### src/rtl/alarm_pkg.sv
// rtl/alarm_pkg.sv - shared state encoding and time field widths for the alarm sequencer
package alarm_pkg;

    typedef enum logic [1:0] {
        ST_IDLE   = 2'd0,
        ST_RING   = 2'd1,
        ST_SNOOZE = 2'd2
    } state_t;

    localparam int HOUR_W = 5;
    localparam int MIN_W  = 6;
    localparam int DAY_W  = 3;

endpackage

### src/rtl/btn_edge.sv
// rtl/btn_edge.sv - registered rising-edge detector for a button level
module btn_edge (
    input  logic Clk,
    input  logic Reset,
    input  logic in,
    output logic pulse
);

    logic prev;

    always_ff @(posedge Clk or posedge Reset) begin
        if (Reset) begin
            prev  <= 1'b0;
            pulse <= 1'b0;
        end else begin
            prev  <= in;
            pulse <= in & ~prev;
        end
    end

endmodule

### src/rtl/alarm_sequencer.sv
// rtl/alarm_sequencer.sv - decides when the alarm rings and sequences ring/snooze/stop/mute
module alarm_sequencer
    import alarm_pkg::*;
#(
    parameter int SNOOZE_MIN   = 5,
    parameter int RING_MAX_MIN = 10,
    parameter int MAX_SNOOZES  = 3,
    parameter int BEEP_DIV     = 4
) (
    input  logic              Clk,
    input  logic              Reset,
    input  logic              min_tick,
    input  logic [HOUR_W-1:0] cur_hour,
    input  logic [MIN_W-1:0]  cur_min,
    input  logic [DAY_W-1:0]  cur_day,
    input  logic [HOUR_W-1:0] alm_hour,
    input  logic [MIN_W-1:0]  alm_min,
    input  logic [6:0]        alm_days,
    input  logic              alarm_en,
    input  logic              set_mode,
    input  logic              Snooze,
    input  logic              Stop,
    input  logic              Mute,
    output logic              Sound,
    output logic              ringing,
    output logic              snoozing,
    output logic [2:0]        snooze_cnt
);

    localparam int             BW          = (BEEP_DIV > 1) ? $clog2(BEEP_DIV) : 1;
    localparam logic [BW-1:0]  BEEP_LAST   = BW'(BEEP_DIV - 1);
    localparam logic [3:0]     SNOOZE_INIT = 4'(SNOOZE_MIN);
    localparam logic [3:0]     RING_LAST   = 4'(RING_MAX_MIN);
    localparam logic [2:0]     SNOOZE_LIM  = 3'(MAX_SNOOZES);

    state_t        state, state_n;
    logic [3:0]    ring_min, ring_min_n, ring_inc;
    logic [3:0]    snooze_timer, snooze_timer_n;
    logic [2:0]    snooze_cnt_n;
    logic          mute, mute_n;
    logic [BW-1:0] beep, beep_n;
    logic          sound_n;
    logic          restart;
    logic          match;
    logic          snooze_p, stop_p, mute_p;

    btn_edge u_snooze (.Clk(Clk), .Reset(Reset), .in(Snooze), .pulse(snooze_p));
    btn_edge u_stop   (.Clk(Clk), .Reset(Reset), .in(Stop),   .pulse(stop_p));
    btn_edge u_mute   (.Clk(Clk), .Reset(Reset), .in(Mute),   .pulse(mute_p));

    assign match = min_tick & alarm_en & ~set_mode & (cur_hour == alm_hour) &
                   (cur_min == alm_min) & alm_days[cur_day];

    always_comb begin
        state_n        = state;
        ring_min_n     = ring_min;
        snooze_timer_n = snooze_timer;
        snooze_cnt_n   = snooze_cnt;
        mute_n         = mute;
        restart        = 1'b0;
        ring_inc       = ring_min + 4'd1;
        sound_n        = Sound;
        beep_n         = beep;

        if (!alarm_en || set_mode) begin
            state_n = ST_IDLE;
        end else begin
            case (state)
                ST_IDLE: begin
                    if (match) begin
                        state_n      = ST_RING;
                        snooze_cnt_n = 3'd0;
                        restart      = 1'b1;
                    end
                end
                ST_RING: begin
                    if (stop_p) begin
                        state_n = ST_IDLE;
                    end else if (snooze_p && (snooze_cnt < SNOOZE_LIM)) begin
                        state_n        = ST_SNOOZE;
                        snooze_timer_n = SNOOZE_INIT;
                        snooze_cnt_n   = snooze_cnt + 3'd1;
                    end else if (mute_p) begin
                        mute_n = 1'b1;
                    end else if (min_tick) begin
                        if (ring_inc == RING_LAST)
                            state_n = ST_IDLE;
                        else
                            ring_min_n = ring_inc;
                    end
                end
                ST_SNOOZE: begin
                    if (stop_p) begin
                        state_n = ST_IDLE;
                    end else if (min_tick) begin
                        // Treat an already-zero timer as expired so it can never wrap.
                        if (snooze_timer > 4'd1) begin
                            snooze_timer_n = snooze_timer - 4'd1;
                        end else begin
                            snooze_timer_n = 4'd0;
                            state_n        = ST_RING;
                            restart        = 1'b1;
                        end
                    end
                end
                default: state_n = ST_IDLE;
            endcase
        end

        if (restart) begin
            ring_min_n = 4'd0;
            mute_n     = 1'b0;
        end

        if (state_n == ST_IDLE) begin
            ring_min_n     = 4'd0;
            snooze_timer_n = 4'd0;
            snooze_cnt_n   = 3'd0;
            mute_n         = 1'b0;
        end

        // Beep pattern restarts high on every (re)entry to RING.
        if (state_n != ST_RING || mute_n) begin
            sound_n = 1'b0;
            beep_n  = '0;
        end else if (restart) begin
            sound_n = 1'b1;
            beep_n  = '0;
        end else if (beep == BEEP_LAST) begin
            sound_n = ~Sound;
            beep_n  = '0;
        end else begin
            beep_n = beep + 1'b1;
        end
    end

    always_ff @(posedge Clk or posedge Reset) begin
        if (Reset) begin
            state        <= ST_IDLE;
            ring_min     <= 4'd0;
            snooze_timer <= 4'd0;
            snooze_cnt   <= 3'd0;
            mute         <= 1'b0;
            beep         <= '0;
            Sound        <= 1'b0;
            ringing      <= 1'b0;
            snoozing     <= 1'b0;
        end else begin
            state        <= state_n;
            ring_min     <= ring_min_n;
            snooze_timer <= snooze_timer_n;
            snooze_cnt   <= snooze_cnt_n;
            mute         <= mute_n;
            beep         <= beep_n;
            Sound        <= sound_n;
            ringing      <= (state_n == ST_RING);
            snoozing     <= (state_n == ST_SNOOZE);
        end
    end

endmodule

### config.mk
export PLATFORM = sky130hd
export DESIGN_NAME = alarm_sequencer
export DESIGN_NICKNAME = d
export VERILOG_FILES = /design/src/rtl/alarm_pkg.sv /design/src/rtl/btn_edge.sv /design/src/rtl/alarm_sequencer.sv
export SDC_FILE = /design/constraint.sdc
export NUM_CORES = 1
export LEC_CHECK = 0
export ABC_AREA = 1
export CAP_MARGIN = 25
export CORE_ASPECT_RATIO = 1.4
export CORE_UTILIZATION = 35
export CTS_CLUSTER_DIAMETER = 150
export CTS_CLUSTER_SIZE = 24
export DETAILED_ROUTE_END_ITERATION = 10
export MAX_ROUTING_LAYER = met4
export PLACE_DENSITY = 0.57
export SLEW_MARGIN = 15
export SYNTH_ARGS = -nofsm -noshare
export SYNTH_HDL_FRONTEND = slang
export SYNTH_SLANG_ARGS = --single-unit
### constraint.sdc
create_clock -name Clk -period 5.5 [get_ports Clk]
set_input_delay 1.1 -clock Clk [delete_from_list [all_inputs] [get_ports Clk]]
set_output_delay 1.1 -clock Clk [all_outputs]
set_load 0.02 [all_outputs]
==> impl_metrics.tcl <==
set metrics [dict create \
    status "finished, final reports clean" \
    die_h_um 84.93 \
    drtIter0Drc 43 \
    antenna_found_initial 0 \
    design.die.area_mm2 0.005200 \
    grt_pass1_vias 1513 \
    grt_pass1_wl_um 6009 \
    vdd_drop_max_mv 0.1454 \
    wl_met3_um 179 \
    tightest_slew_ps 329.3 \
    initial_core_util_pct 37.31 \
    syn_area_mm2 0.001719 \
    routedWlPerCell_um 10.22 \
    yosysMostFrequentCell "nand2_1" \
    clock_path_buffers 2 \
    synth-seq-cells 25 \
    synth_area_leader_cell "dfrtp_1" \
    holdBufCountCts 0 \
    clock-root-buffer "clkbuf_8" \
    cts-buffers-inserted 3 \
    powerDensity_mw_per_mm2 153.7 \
    final_cells 347 \
    worst-path-max-fanout 8 \
    p_int_mw 0.2722 \
    p_clk_share_pct 30.6 \
    vias_per_cell 4.455 \
    h-tree-depth 1 \
    setup_viol 0 \
    core_mm2 0.004608 \
    seq_area_frac_synth_pct 36.39 \
    rsz0062_at_grt "no" \
    p_seq_share_pct 52.3 \
    cts_tree "done" \
    timing.fmax_ghz 0.3810 \
    syn_inst 235 \
    post-cts-setup-buffers 0 \
    gp_congestion 0.8321 \
    post-route-period-util_pct 47.72 \
    syn_nets 281 \
    wl_met1_um 1504 \
    switching_share_pct 23.70 \
    drt-pass1-iter-count 4 \
    slew_headroom_pct 78.02 \
    routed.top_layer "met4" \
    hold_path_class "reg -> reg" \
    path_clk_slew_ps 80 \
    vias 1546 \
    synth_commonest_cells "nand2_1, inv_1, dfrtp_1, nor2_1, nand3_1" \
    finalWorstPathRequiredPeriod_ps 2624 \
    rows 29 \
    grt_max_degree 26 \
    area_delta_synth_final_pct 35.01 \
    cts_resized 0 \
    async_reset_ff_share_pct 100.0 \
    synth_area_leaders "dfrtp_1, nand2_1, inv_1" \
    grt_usage_pct 15.54 \
    setup_tns_ps 0 \
    synth_top_area_share_pct 36.39 \
    hold_viol 0 \
    clkLatencyLatePin_ps 270 \
    gr-total-overflow 0 \
    setup.worst_path.end_class "register" \
    nNetsFinal 332 \
    drv_cap 0 \
    n_antenna_cell 0 \
    crit_required_ps 5670 \
    p_comb_share_pct 17.2 \
    drive_gt1_share_pct 11.93 \
    p_leak_nw 1.204 \
    synth_edf_count 0 \
    cp_data_arrival_time_ps 2790 \
    die_w_um 61.23 \
    synth_flop_cell "dfrtp_1" \
    ios 46 \
    route.antenna.remaining_nets 0 \
    cp-start-kind "primary input" \
    dpl.hpwl_um 2916 \
    synth_cell_types 29 \
    finalMaxSlewViolations 0 \
    drc 0 \
    avgSynthCellArea_um2 7.316 \
    numClockSinks 25 \
    dp.cells 342 \
    ys_warn_count 0 \
    p_switching_mw 0.08456 \
    io_buffers 45 \
    finalClockSkew_ps 2.079 \
    wl_met2_um 1807 \
    wl_um 3545 \
    criticalPathCategory "in -> reg" \
]
sequential cells by signal (all words and copies together), names as in the netlist:
register	count
snooze_cnt	3
Sound	1
u_snooze.pulse	1
beep	2
u_mute.pulse	1
u_mute.prev	1
ringing	1
mute	1
u_snooze.prev	1
u_stop.prev	1
snooze_timer	4
ring_min	4
state	2
snoozing	1
u_stop.pulse	1
cell type report:
class / instances / area [µm²]
flip-flops and latches: 25 / 625.6
fillers: 487 / 2287
well taps: 62 / 77.57
clock inverters: 1 / 5.005
inverters: 46 / 172.7
multi-input cells: 164 / 920.9
clock buffers: 3 / 41.29
repair buffers: 46 / 478.0
final timing paths:
check / from / endpoint / slack [ps] / cells past startpoint
min in group asynchronous: Reset / snooze_cnt[0]$_DFFE_PP0P_ / 1070 / 2
max in group asynchronous: Reset / state[1]$_DFF_PP0_ / 4040 / 3
max reg2reg: snooze_timer[0]$_DFFE_PP0P_ / snooze_timer[1]$_DFFE_PP0P_ / 3470 / 13
max: alm_min[2] / snooze_cnt[2]$_DFFE_PP0P_ / 2880 / 16
min reg2reg: u_stop.prev$_DFF_PP0_ / u_stop.pulse$_DFF_PP0_ / 390 / 1
min: u_stop.prev$_DFF_PP0_ / u_stop.pulse$_DFF_PP0_ / 390 / 1
power groups by stage:
stage               Clock [mW]  Sequential, mW  Combinational, mW
floorplan                    0           0.190             0.0244
global placement             0           0.190             0.0595
detailed placement           0           0.190             0.0597
CTS                      0.114           0.186             0.0601
global route             0.119           0.187             0.0687
finish                   0.109           0.186             0.0613
critical path: stages:
cell             delay, ps
clkdlybuf4s50_1        470
inv_1                   50
nand2_1                 50
nand2_1                 50
nor2_1                 140
nand2_1                 70
nor2_1                 120
nand4_2                130
nand2_2                 90
nand2_4                 90
nand2_8                110
nand3_4                110
nand2_4                100
inv_2                   40
nand2_1                 40
nand2_1                 40
layout by cell type, fill, tap and decap left out, types with 5 or more instances in the layout:
| cell type | netlist | final |
|---|---|---|
| clkdlybuf4s50_1 | 0 | 45 |
| nand2_1 | 69 | 69 |
| xnor2_1 | 5 | 5 |
| ha_1 | 6 | 6 |
| nand4_1 | 5 | 5 |
| inv_1 | 40 | 40 |
| dfrtp_1 | 25 | 25 |
| inv_2 | 6 | 6 |
| nor2_1 | 25 | 25 |
| a21oi_1 | 6 | 6 |
| nand3_1 | 11 | 11 |
routing by layer:
layer | up-vias | GRT usage [%]
li1 | 829 | -
met1 | 673 | 16.36
met2 | 39 | 28.16
met3 | 5 | 1.982
met4 | 0 | 5.785
met5 | - | -
stage by stage:
stage	hold slack, ps	utilization, %	area, µm²	power, mW	setup slack (ps)
after floorplan	376.3	-	1719	0.2144	3214
after global placement	382.0	48.76	2247	0.2496	2578
final	394.9	50.37	2321	0.3568	2876
after CTS	401.1	49.77	2293	0.3607	2861
after global routing	408.8	50.37	2321	0.3749	2635
after detailed placement	388.7	48.76	2247	0.2498	2566
logic make-up (layout without fill, tap and decap cells):
group | after synthesis | in the layout | synth area share (%)
AOI/OAI and AO/OA | 17 | 17 | 5.605
adders and majority gates | 6 | 6 | 4.367
DFF | 25 | 25 | 36.39
and+or+nand+nor | 133 | 133 | 39.08
xor gates and xnor gates | 8 | 8 | 4.513
buffers and inverters | 46 | 96 | 10.04
No activity file was read; power rests on OpenSTA's default activity.
